--- src/rtl/l2_port_arbiter.sv ---
// Sticky-ownership arbiter sharing one L2 port between icache and dcache; registered grant (one cycle from IDLE), combinational forwarding while granted.
// Non-owners wait with fulfilled low until the owner drops valid; optional L2_ARB_PERF_CNT_EN adds grant/wait counters.
package l2_arb_pkg;
  typedef enum logic [1:0] {LOAD = 2'd0, STORE = 2'd1, CLFLUSH = 2'd2} memory_operation_e;
endpackage

module l2_port_arbiter
  import l2_arb_pkg::*;
#(
  parameter int XLEN     = 32,
  parameter int ARB_MODE = 0
) (
  input  logic              clk,
  input  logic              reset,
`ifdef L2_ARB_PERF_CNT_EN
  output logic [31:0]       ic_grant_count,
  output logic [31:0]       dc_grant_count,
  output logic [31:0]       ic_wait_cycles,
  output logic [31:0]       dc_wait_cycles,
`endif
  input  logic [XLEN-1:0]   ic_req_address,
  input  memory_operation_e ic_req_type,
  input  logic              ic_req_valid,
  input  logic [XLEN-1:0]   ic_word_to_store,
  output logic [XLEN-1:0]   ic_fetched_word,
  output logic              ic_req_fulfilled,
  input  logic [XLEN-1:0]   dc_req_address,
  input  memory_operation_e dc_req_type,
  input  logic              dc_req_valid,
  input  logic [XLEN-1:0]   dc_word_to_store,
  output logic [XLEN-1:0]   dc_fetched_word,
  output logic              dc_req_fulfilled,
  output logic [XLEN-1:0]   l2_req_address,
  output memory_operation_e l2_req_type,
  output logic              l2_req_valid,
  output logic [XLEN-1:0]   l2_word_to_store,
  input  logic [XLEN-1:0]   l2_fetched_word,
  input  logic              l2_req_fulfilled
);

  typedef enum logic [1:0] {IDLE, GRANT_IC, GRANT_DC} state_e;
  typedef enum logic {OWNER_IC, OWNER_DC} owner_e;

  state_e r_state;
  owner_e r_last_owner;
  logic   w_tie_dc;
  logic   w_go_ic;
  logic   w_go_dc;
  logic   w_release;

  // A tie goes to DC in fixed-priority mode, otherwise to whoever did not own last.
  always_comb begin
    w_tie_dc  = (ARB_MODE == 1) || (r_last_owner == OWNER_IC);
    w_go_ic   = 1'b0;
    w_go_dc   = 1'b0;
    w_release = 1'b0;
    case (r_state)
      IDLE: begin
        w_go_ic = ic_req_valid & (~dc_req_valid | ~w_tie_dc);
        w_go_dc = dc_req_valid & (~ic_req_valid | w_tie_dc);
      end
      GRANT_IC: begin
        w_release = ~ic_req_valid;
        w_go_dc   = ~ic_req_valid & dc_req_valid;
      end
      GRANT_DC: begin
        w_release = ~dc_req_valid;
        w_go_ic   = ~dc_req_valid & ic_req_valid;
      end
      default: ;
    endcase
  end

  always_ff @(posedge clk) begin
    if (reset) begin
      r_state      <= IDLE;
      r_last_owner <= OWNER_IC;
    end else begin
      if (w_release) r_last_owner <= (r_state == GRANT_DC) ? OWNER_DC : OWNER_IC;
      if (w_go_ic)        r_state <= GRANT_IC;
      else if (w_go_dc)   r_state <= GRANT_DC;
      else if (w_release) r_state <= IDLE;
    end
  end

  // Owner's request is forwarded combinationally; valid and fulfilment are masked during reset.
  always_comb begin
    l2_req_address   = '0;
    l2_req_type      = LOAD;
    l2_req_valid     = 1'b0;
    l2_word_to_store = '0;
    ic_req_fulfilled = 1'b0;
    dc_req_fulfilled = 1'b0;
    case (r_state)
      GRANT_IC: begin
        l2_req_address   = ic_req_address;
        l2_req_type      = ic_req_type;
        l2_req_valid     = ic_req_valid & ~reset;
        l2_word_to_store = ic_word_to_store;
        ic_req_fulfilled = l2_req_fulfilled & ~reset;
      end
      GRANT_DC: begin
        l2_req_address   = dc_req_address;
        l2_req_type      = dc_req_type;
        l2_req_valid     = dc_req_valid & ~reset;
        l2_word_to_store = dc_word_to_store;
        dc_req_fulfilled = l2_req_fulfilled & ~reset;
      end
      default: ;
    endcase
  end

  assign ic_fetched_word = l2_fetched_word;
  assign dc_fetched_word = l2_fetched_word;

`ifdef L2_ARB_PERF_CNT_EN
  localparam logic [31:0] CNT_MAX = 32'hFFFF_FFFF;
  logic [31:0] r_ic_grant_count;
  logic [31:0] r_dc_grant_count;
  logic [31:0] r_ic_wait_cycles;
  logic [31:0] r_dc_wait_cycles;

  always_ff @(posedge clk) begin
    if (reset) begin
      r_ic_grant_count <= '0;
      r_dc_grant_count <= '0;
      r_ic_wait_cycles <= '0;
      r_dc_wait_cycles <= '0;
    end else begin
      if (w_go_ic && r_ic_grant_count != CNT_MAX) r_ic_grant_count <= r_ic_grant_count + 32'd1;
      if (w_go_dc && r_dc_grant_count != CNT_MAX) r_dc_grant_count <= r_dc_grant_count + 32'd1;
      if (ic_req_valid && r_state != GRANT_IC && r_ic_wait_cycles != CNT_MAX)
        r_ic_wait_cycles <= r_ic_wait_cycles + 32'd1;
      if (dc_req_valid && r_state != GRANT_DC && r_dc_wait_cycles != CNT_MAX)
        r_dc_wait_cycles <= r_dc_wait_cycles + 32'd1;
    end
  end

  assign ic_grant_count = r_ic_grant_count;
  assign dc_grant_count = r_dc_grant_count;
  assign ic_wait_cycles = r_ic_wait_cycles;
  assign dc_wait_cycles = r_dc_wait_cycles;
`endif

endmodule

--- config.mk ---
export PLATFORM = sky130hd
export DESIGN_NAME = l2_port_arbiter
export DESIGN_NICKNAME = d
export VERILOG_FILES = /design/src/rtl/l2_port_arbiter.sv
export SDC_FILE = /design/constraint.sdc
export NUM_CORES = 1
export LEC_CHECK = 0
export BUFFER_PORTS_ARGS = -buffer_cell sky130_fd_sc_hd__buf_2
export CAP_MARGIN = 20
export CORE_AREA = 2 2 118 120
export CTS_BUF_LIST = sky130_fd_sc_hd__clkbuf_4
export CTS_CLUSTER_SIZE = 10
export DETAILED_ROUTE_END_ITERATION = 10
export DIE_AREA = 0 0 120 122
export PLACE_DENSITY_LB_ADDON = 0.3
export SLEW_MARGIN = 15
export SYNTH_ARGS = -nofsm -noshare
export SYNTH_HDL_FRONTEND = slang
export SYNTH_SLANG_ARGS = --single-unit
--- constraint.sdc ---
create_clock -name clk -period 4.7 [get_ports clk]
set_clock_uncertainty 0.2 [all_clocks]
set_input_delay 0.94 -clock clk [delete_from_list [all_inputs] [get_ports clk]]
set_output_delay 0.94 -clock clk [all_outputs]
set_load 0.02 [all_outputs]
Word level (Yosys, flattened, before mapping)
Index checks and enable logic that the tools add are counted.
{"block": "word_totals", "register_bits": 3, "inputBits": 169, "out_inout_bits": 133, "elab_cells": 35}
{"block": "op_classes", "eq_ne": 2, "muxes": 13, "bitwise": 13, "n_reduce_logical": 4}
{"op": "$pmux W32 S2", "n": 2}
{"op": "$pmux W1 S2", "n": 4}
{"op": "$and A1 B1 Y1", "n": 7}
{"op": "$mux W1", "n": 4}
{"op": "$mux W2", "n": 2}
{"op": "$not A1 Y1", "n": 4}
{"op": "$pmux W2 S2", "n": 1}
{"op": "$reduce_bool A3 Y1", "n": 1}
{"op": "$eq A2 B1 Y1 const B", "n": 1}
{"op": "$eq A2 B2 Y1 const B", "n": 1}
{"op": "$logic_not A2 Y1", "n": 1}
{"op": "$or A1 B1 Y1", "n": 2}
{"op": "$reduce_bool A2 Y1", "n": 1}
{"op": "$reduce_or A2 Y1", "n": 1}

Logic depth before layout (Yosys ltp)
Gate-level depths: netlist of run 1.
{"block": "logic_depth", "depth_word": 6, "depth_mapped": 8, "ltp_nobuf": 6}

Worst setup path before layout of run 1
OpenSTA, ideal clock, no wires.
{"block": "synth_path", "kind": "input -> output", "from": "in dc_req_valid", "to": "out l2_req_valid", "arrival_time_ps": 1516, "t_required_ps": 3560, "setup_slack_ps": 2044, "cell_stages": 2, "cell_sequence": "mux2i_1 > nor3b_1"}
{"block": "synth_between", "elab_chain_len": 2}
{"element": "start: declaration", "line": "29", "rtl": "input logic dc_req_valid,"}
{"element": "$and A1 B1 Y1", "line": "105", "rtl": "l2_req_valid = dc_req_valid & ~reset;"}
{"element": "$pmux W1 S2", "line": "94", "rtl": "case (r_state)"}
{"element": "end: declaration", "line": "35", "rtl": "output logic l2_req_valid,"}
Every way passes these cells.

Worst setup path after layout of run 1
{"block": "layout_path", "from": "reg r_state[0]", "to": "out l2_req_address[17]"}
{"block": "layout_between", "elab_chain_len": 2, "word_cells_on_any_way": 3, "cone_classes": "eq/ne: 2; mux: 1"}
{"element": "start: declaration", "line": "44", "rtl": "state_e r_state;"}
{"element": "start signal: assignment", "line": "76", "rtl": "r_state <= IDLE;"}
{"element": "start signal: assignment", "line": "80", "rtl": "if (w_go_ic) r_state <= GRANT_IC;"}
{"element": "start signal: assignment", "line": "81", "rtl": "else if (w_go_dc) r_state <= GRANT_DC;"}
{"element": "$eq A2 B2 Y1 / $eq A2 B1 Y1 (equally long branches)", "line": "94"}
{"element": "$pmux W32 S2 (*)", "line": "94"}
{"element": "end: declaration", "line": "33", "rtl": "output logic [XLEN-1:0] l2_req_address,"}
Mark *: on every way between the ends. The rest lies on a longest branch, timed or not.

==> results of run 1 <==
## per-layer routing
metal | wire length, µm | vias up | part of all wire
met5 | 0 | - | 0
met4 | 296 | 0 | 0.044
met3 | 517 | 37 | 0.077
met2 | 3282 | 108 | 0.49
met1 | 2613 | 1010 | 0.39
li1 | - | 1049 | -
## state kept, by name, summed over array words and instances, names as in the netlist
name          cells
r_state           2
r_last_owner      1
## through the flow
stage                     cell area [µm²]    util  hold slack (ps)  setup WS [ps]
final                                2477  0.1835            315.1           1210
after global placement               2447  0.1812            306.0           1553
after CTS                            2477  0.1835            323.7           1154
after floorplan                      1787       -            281.3           2044
after detailed placement             2447  0.1812            317.8           1416
after global routing                 2477  0.1835            353.6          979.8
## area by class of cell
type	count	area share
Clock buffer	4	0.01212
Tap cell	180	0.09091
Timing Repair Buffer	207	0.4202
Inverter	2	0.003030
Sequential cell	3	0.02424
Multi-Input combinational cell	155	0.4495
## logic make-up (layout without fill, tap and decap cells)
group / count (synthesis) / after routing
buffers and inverters: 88 / 213
and+or+nand+nor: 75 / 75
AOI/OAI and AO/OA: 73 / 73
adders and majority gates: 5 / 5
DFF: 3 / 3
muxes: 2 / 2
## power groups by stage
| stage | sequential [mW] | clock, mW | combinational (mW) |
|---|---|---|---|
| floorplan | 0.0294 | 0 | 0.279 |
| global placement | 0.0296 | 0 | 0.299 |
| detailed placement | 0.0299 | 0 | 0.306 |
| CTS | 0.0295 | 0.0518 | 0.307 |
| global route | 0.0298 | 0.0535 | 0.334 |
| finish | 0.0294 | 0.0493 | 0.303 |
## cell usage after synthesis
library cell and count:
nor2b_1 67, o21ai_2 2, o211ai_1 1, a21oi_2 1, nor2_1 2, nor2b_2 1
ha_1 5, dfxtp_1 3, a31oi_1 1, buf_4 65, mux2i_1 2, a211oi_2 1
a22oi_1 66, nand2b_1 1, o21ai_0 1, buf_6 4, nand2_1 1, buf_2 13
inv_1 2, nor3b_1 1, and3b_1 2, clkbuf_1 4
## worst register-to-register path: stages, from the launching register on
cell and delay (ps):
dfxtp_1 330, inv_1 110, ha_2 640, buf_4 500, nor2b_2 230, o21ai_2 80
a31oi_1 220, nor2_1 50
## worst max-delay path by stage
stage / startpoint / endpoint / slack, ps
after CTS: r_state[0]$_SDFFE_PP0P_ / l2_word_to_store[30] / 1150
after global placement: r_state[0]$_SDFFE_PP0P_ / l2_req_address[16] / 1550
after floorplan: dc_req_valid / l2_req_valid / 2040
final: r_state[0]$_SDFFE_PP0P_ / l2_req_address[17] / 1210
after detailed placement: r_state[0]$_SDFFE_PP0P_ / l2_word_to_store[30] / 1420
after global routing: r_state[0]$_SDFFE_PP0P_ / l2_word_to_store[30] / 980
## layout by cell type, fill, tap and decap left out, drive strengths merged
cell type	instances
nor3b	1
ha	5
a22oi	66
clkbuf	4
dfxtp	3
inv	2
buf	207
o21ai	3
a31oi	1
o211ai	1
and3b	2
nand2b	1
a21oi	1
nor2	2
mux2i	2
nor2b	68
nand2	1
a211oi	1
==> qor.csv, run 1 <==
metric,value,unit
outcome,"finished, final reports clean",
Synth Area in Compound Gates,0.3095,
largest cells by area after synthesis,"a22oi_1 28%, buf_4 27%, nor2b_1 23%, buf_2 3.6%, ha_1 3.5%",
Cells after Synth,246,
"setup slack, reg-to-reg",2230,ps
Detailed Routing Iterations Pass 1,4,
RSZ-0062 raised after global routing,no,
initial antenna violation count,0,
residual DRC count,0,
CTS tree,yes,
CTS Sinks,3,
simple-gate share of the synthesized area,0.2633,
largest family of logic cells by synthesized area,buffers and inverters,
Die H,122,µm
fin crit period,3490,ps
P_sw,0.1771,mW
Initial Util,0.1323,
Via density,4.000,
vias in the first global route,1979,
FF-to-FF End,r_state[0]$_SDFFE_PP0P_,
Lkg Pwr,1.209,nW
FILL cells,1563,
endpoints failing hold,0,
Final setup viols,0,
Yosys reg bits,3,
core area,0.01350,mm²
hold depth,2,
max incr delay on CP,710,ps
mux cell area share after synthesis,0.01120,
drt wl/cell,12.18,µm
"Buf+Inv Stages, Crit Path",3,
num ports,302,
clk buf depth,2,
share of layout cells above drive strength 1,0.5903,
startpoint types,flop,
Layout Nets,546,
DR vias,2204,
Worst path slowest cell,ha_2,
Die ar.,0.01464,mm²
CP cell instances,"inv_1, ha_2, buf_4, a22oi_1, nor2b_1, buf_2",
post-synth top area cell,a22oi_1,
Placed Cells incl. Taps,547,
Clk network pwr share,0.129,
# Post-CTS Setup Buffers,0,
post-synthesis adder-cell area fraction,0.03501,
WP data required,3560,ps
Worst Hold Path EP,r_last_owner$_SDFFE_PP0P_,
met2 usage,0.1403,
HPWL Detailed,5252,µm
worst hold path type,flop to flop,
met1 usage,0.09486,
Pwr Density,154.0,mW/mm²
cell area after synthesis,0.001787,mm²
"Avg Cell Area, Syn",7.263,µm²
multi-input logic area,0.001114,mm²
layer with the highest usage,met2,
post-synthesis xor/xnor area fraction,0,
Final Non-Filler Cells,551,
peak supply drop,149.1,µV
post_cts resized,0,
first-pass GRT wire length,9639,µm
top cell type's share of synthesized area,0.2773,
antenna violation net count after detailed routing,0,
total grt overflow,0,
sequential area share after synthesis,0.03361,
antenna cells,0,
Fmax,0.2866,GHz
cts hold-fix bufs,0,
clk slew on worst S/H paths,30,ps
register area,60.06,µm²
grt met3 use,0.007959,
post-synthesis cell type count,22,
number of max-cap violations,0,
largest net degree at the start of global routing,69,
reg2reg start,r_state[1]$_SDFFE_PP0P_,
WP data arrival,2350,ps
hold_sp,r_last_owner$_SDFFE_PP0P_,
crit share post-route,0.7425,
Sw Share,0.4643,
reg2reg path depth,7,
total power draw,0.3815,mW
Seq pwr share,0.077,
Syn. warnings,0,
relative slew slack,0.3644,
cell internal pwr,0.2043,mW
htree depth,1,
CTS root buf,clkbuf_4,
Tot GR Track Use,0.07960,
Critical Path Stages,6,
Port Buffer Count,205,
critical path endpoint category,output pin,
syn nets,420,
DRT Wirelength,6710,µm
DRT iter0 DRCs,59,
Crit path max-delay family,buffers and inverters,
max-slew violations,0,
Tightest Pin Transition,953.4,ps
cell row count,43,
CP Class,flop to output pin,
die width,120,µm
Clock Latency Late Sink,230,ps
total CTS buffers,3,
Combinational Power Share,0.794,
GP Congestion,0.7710,
TNS Setup,0,ps
worst-path fanout max,40,
P&R area growth vs syn,38.66,%
Note: power is estimated with default switching activity, not from simulation.
==> run 2, diff against run 1 <==
==> constraint.sdc (replaced) <==
create_clock -name clk -period 3 [get_ports clk]
set_clock_uncertainty 0.2 [all_clocks]
set_input_delay 0.6 -clock clk [delete_from_list [all_inputs] [get_ports clk]]
set_output_delay 0.6 -clock clk [all_outputs]
set_load 0.02 [all_outputs]
==> run 2 against run 1 <==
Compared with the run above: total power is 60% higher; sequential power is 57% higher; routed wire length is 3.9% lower; first-iteration DRC count is 49% higher; register-to-register slack worse by 1000 ps; global-route usage is 0.18 points lower; die area stayed put; core utilization is 0.26 points higher; via count is 1.5% lower; worst hold slack better by 2.0 ps; critical path type unchanged; largest cell class unchanged; highest routed layer unchanged.
==> qor.csv, run 2 (synthesized netlist as in run 1, its figures left out) <==
metric,value,unit
multi-input logic area,0.001114,mm²
WP data arrival,1730,ps
Clk network pwr share,0.136,
clk slew on worst S/H paths,40,ps
most frequent cells in the layout,"205 x buf_2, 67 x nor2b_1, 66 x a22oi_1",
DR vias,2171,
antenna violation net count after detailed routing,0,
cts hold-fix bufs,0,
Initial Util,0.1323,
Tightest Pin Transition,378.7,ps
max-slew violations,0,
DRT iter0 DRCs,88,
worst hold path type,flop to flop,
core area,0.01350,mm²
Placed Cells incl. Taps,550,
number of max-cap violations,0,
htree depth,1,
die width,120,µm
CP cell instances,"inv_1, ha_2, buf_4, nor3b_1, buf_2",
Layout Nets,549,
share of layout cells above drive strength 1,0.5936,
P&R area growth vs syn,40.62,%
Tot GR Track Use,0.07782,
max reg flops,2,
Detailed Routing Iterations Pass 1,6,
Combinational Power Share,0.789,
startpoint types,flop,
cell internal pwr,0.3254,mW
initial antenna violation count,0,
Lkg Pwr,1.228,nW
DRT Wirelength,6447,µm
crit share post-route,0.8420,
RSZ-0062 raised after global routing,no,
clk buf depth,2,
cell row count,43,
"setup slack, reg-to-reg",1190,ps
critical path endpoint category,output pin,
WP data required,2200,ps
Pwr Density,242.8,mW/mm²
register area,60.06,µm²
fin crit period,2526,ps
residual DRC count,0,
largest net degree at the start of global routing,70,
Biggest register,r_state,
drt wl/cell,11.64,µm
Via density,3.919,
GP Congestion,0.7891,
relative slew slack,0.7475,
Port Buffer Count,205,
Clock Latency Late Sink,240,ps
Final Non-Filler Cells,554,
vias in the first global route,1986,
outcome,"finished, final reports clean",
post_cts resized,0,
Worst path slowest cell,dfxtp_1,
num ports,302,
endpoints failing hold,0,
total grt overflow,0,
TNS Setup,0,ps
Die ar.,0.01464,mm²
CTS tree,yes,
Seq pwr share,0.076,
FILL cells,1541,
peak supply drop,151.0,µV
# Post-CTS Setup Buffers,0,
CTS root buf,clkbuf_4,
CTS Sinks,3,
max incr delay on CP,380,ps
"commonest non-fill, non-tap cell in the layout",buf_2,
HPWL Detailed,5181,µm
worst-path fanout max,34,
Die H,122,µm
Largest regs,"r_state x2, r_last_owner x1",
P_sw,0.2845,mW
total CTS buffers,3,
Fmax,0.3959,GHz
Final setup viols,0,
CP Class,flop to output pin,
antenna cells,0,
Sw Share,0.4665,
first-pass GRT wire length,9625,µm
run 2: power by group through the flow:
stage                     clock network (mW)  logic, mW  registers [mW]
after detailed placement                   0      0.485          0.0468
after global routing                  0.0921      0.531          0.0466
final                                 0.0827      0.481          0.0462
after global placement                     0      0.476          0.0463
after floorplan                            0      0.438          0.0460
after CTS                             0.0854      0.486          0.0462
run 2: final timing paths:
| kind | endpoint | from | cells past startpoint |
|---|---|---|---|
| setup reg to reg | r_last_owner$_SDFFE_PP0P_ | r_state[1]$_SDFFE_PP0P_ | 7 |
| hold / removal | r_state[1]$_SDFFE_PP0P_ | r_state[1]$_SDFFE_PP0P_ | 2 |
| setup / recovery | l2_req_valid | r_state[0]$_SDFFE_PP0P_ | 5 |
| hold reg to reg | r_state[1]$_SDFFE_PP0P_ | r_state[1]$_SDFFE_PP0P_ | 2 |
run 2: metal layers:
metal	global-route usage	wire, µm	up-vias
li1	-	-	1056
met1	0.09035	2485	968
met2	0.1385	3179	112
met3	0.01404	518	35
met4	0.03603	263	0
met5	0	0	-
run 2: worst max-delay path: cells and delay by family, from the launching register on:
kind / cells / cell delay [ps]
adder cells (fa/ha/maj): 1 / 330
flip-flops: 1 / 380
buffers and inverters: 3 / 570
AND/OR/NAND/NOR: 1 / 210
run 2: metrics by stage:
stage / hold WS [ps] / utilization / total power [mW] / cell area (µm²) / worst slack (ps)
floorplan: 281.3 / - / 0.4836 / 1787 / 725.0
global placement: 300.4 / 0.1838 / 0.5226 / 2482 / 757.3
detailed placement: 313.6 / 0.1838 / 0.5315 / 2482 / 722.6
CTS: 318.7 / 0.1860 / 0.6173 / 2512 / 458.6
global route: 331.5 / 0.1860 / 0.6692 / 2512 / 293.1
finish: 317.1 / 0.1860 / 0.6099 / 2512 / 474.1
run 2: layout make-up:
| type | count | share of cell area |
|---|---|---|
| Sequential cell | 3 | 0.02390 |
| Timing Repair Buffer | 210 | 0.4283 |
| Clock buffer | 4 | 0.01195 |
| Inverter | 2 | 0.002988 |
| Tap cell | 180 | 0.08964 |
| Multi-Input combinational cell | 155 | 0.4432 |
==> run 3, diff against run 2 <==
==> constraint.sdc (replaced) <==
create_clock -name clk -period 2.1 [get_ports clk]
set_clock_uncertainty 0.2 [all_clocks]
set_input_delay 0.42 -clock clk [delete_from_list [all_inputs] [get_ports clk]]
set_output_delay 0.42 -clock clk [all_outputs]
set_load 0.02 [all_outputs]
==> run 3 against run 2 <==
Compared with the run above: the run now ends with negative setup slack left; combinational power up 95%; cell area up 25%; clock-buffer cell count unchanged; routed wire length up 24%; first-iteration DRC count up 19%; flip-flop and latch count unchanged.
==> qor.csv, run 3 (synthesized netlist as in run 1, its figures left out) <==
metric,value,unit
outcome,finished with violations,
failing checks,negative setup slack,
Die ar.,0.01464,mm²
"commonest non-fill, non-tap cell in the layout",buf_2,
P&R area growth vs syn,75.35,%
worst-path fanout max,9,
max reg flops,2,
critical path endpoint category,output pin,
antenna violation net count after detailed routing,0,
WP data required,1480,ps
Layout Nets,559,
Port Buffer Count,205,
crit share post-route,1.015,
TNS Setup,-245.2,ps
clk slew on worst S/H paths,40,ps
DRT Wirelength,8003,µm
Detailed Routing Iterations Pass 1,6,
initial antenna violation count,0,
cell row count,43,
endpoints failing hold,0,
Lkg Pwr,1.351,nW
reg2reg start,r_state[1]$_SDFFE_PP0P_,
vias in the first global route,2182,
number of max-cap violations,0,
Tightest Pin Transition,231.2,ps
num ports,302,
Largest regs,"r_state x2, r_last_owner x1",
CP Class,flop to output pin,
post-route design area,0.003133,mm²
max incr delay on CP,380,ps
cts hold-fix bufs,0,
clk buf depth,2,
FILL cells,1489,
CTS Sinks,3,
total power draw,1.126,mW
Tot GR Track Use,0.08921,
peak supply drop,192.1,µV
most frequent cells in the layout,"139 x buf_2, 66 x buf_4, 59 x nor2b_1",
final core utilization,0.2320,
Die H,122,µm
Final Non-Filler Cells,565,
RSZ-0062 raised after global routing,yes,
"setup slack, reg-to-reg",230,ps
Worst path slowest cell,dfxtp_4,
CTS root buf,clkbuf_4,
largest net degree at the start of global routing,37,
DP Area,0.002547,mm²
GP Congestion,0.8087,
Initial Util,0.1323,
register area,67.56,µm²
Clock Latency Late Sink,240,ps
Worst Hold Path EP,r_state[1]$_SDFFE_PP0P_,
Biggest register,r_state,
Final setup viols,21,
Crit path max-delay family,buffers and inverters,
Fin Hold WS,203.3,ps
reg2reg path depth,8,
share of layout cells above drive strength 1,0.7135,
DR vias,2331,
max-slew violations,0,
"Worst Setup Slack, final",-30.66,ps
CP cell instances,"inv_4, ha_4, buf_12, a22oi_1, nor2b_2, buf_4",
Via density,4.126,
Pwr Density,359.3,mW/mm²
Place WS,36.12,ps
HPWL Detailed,5394,µm
drt wl/cell,14.16,µm
total CTS buffers,3,
fin crit period,2131,ps
core area,0.01350,mm²
relative slew slack,0.8452,
startpoint types,flop,
Placed Cells incl. Taps,552,
hold depth,2,
worst hold path type,input port to flop,
FF-to-FF End,r_last_owner$_SDFFE_PP0P_,
residual DRC count,0,
first-pass GRT wire length,10580,µm
WP data arrival,1510,ps
total grt overflow,0,
Fmax,0.4693,GHz
multi-input logic area,0.001314,mm²
"Buf+Inv Stages, Crit Path",3,
die width,120,µm
CTS tree,yes,
htree depth,1,
hold_sp,reset,
DRT iter0 DRCs,105,
==> run 3: cell types whose count changed in the layout (fill, tap and decap cells not counted), moves of 3 or more <==
| cell | change |
|---|---|
| nor2b_2 | +8 |
| a22oi_2 | +30 |
| buf_6 | +4 |
| a22oi_1 | -30 |
| ha_2 | -3 |
| buf_12 | +5 |
| ha_4 | +3 |
| nor2b_1 | -8 |
| buf_4 | +62 |
| buf_2 | -66 |
==> run 3: what timing repair did <==
item / in CTS / in global routing
gates resized for setup: 96 / 30
setup buffers: 2 / 2
endpoints found under the setup margin: 68 / 67
hold endpoints to repair: 0 / 0
pin swaps: 1 / 1
cloned: 3 / 2
==> run 3: per-layer routing <==
metal | part of all wire | vias to the layer above | global-route usage | routed length [µm]
met5 | 0 | - | 0 | 0
met4 | 0.036 | 0 | 0.04118 | 291
met3 | 0.077 | 41 | 0.01217 | 617
met2 | 0.52 | 130 | 0.1648 | 4143
met1 | 0.37 | 1075 | 0.1012 | 2951
li1 | - | 1085 | - | -
==> run 3: cell type report <==
type | count | area share
repair buffers | 220 | 0.4728
multi-input cells | 155 | 0.4193
well taps | 180 | 0.07189
inverters | 2 | 0.003994
clock buffers | 4 | 0.009585
flip-flops and latches | 3 | 0.02157
diodes | 1 | 0.0007987
==> run 3: how the worst max path moves through the flow <==
stage / startpoint / to / slack [ps] / cells after the start
3_5_place_dp: r_state[0]$_SDFFE_PP0P_ / l2_word_to_store[30] / 40 / 5
4_1_cts: r_state[0]$_SDFFE_PP0P_ / l2_req_address[1] / -50 / 6
2_1_floorplan: r_state[0]$_SDFFE_PP0P_ / l2_req_valid / 5 / 4
3_3_place_gp: r_state[1]$_SDFFE_PP0P_ / l2_word_to_store[30] / 60 / 5
6_report: r_state[1]$_SDFFE_PP0P_ / l2_word_to_store[30] / -30 / 6
5_1_grt: r_state[1]$_SDFFE_PP0P_ / l2_word_to_store[30] / -110 / 6
==> run 3: where the power goes <==
| part | leakage, nW | switching [mW] | internal [mW] |
|---|---|---|---|
| Combinational | 1.31 | 0.449 | 0.491 |
| Clock | 0.0184 | 0.0316 | 0.0842 |
| Sequential | 0.0259 | 0.00777 | 0.0620 |
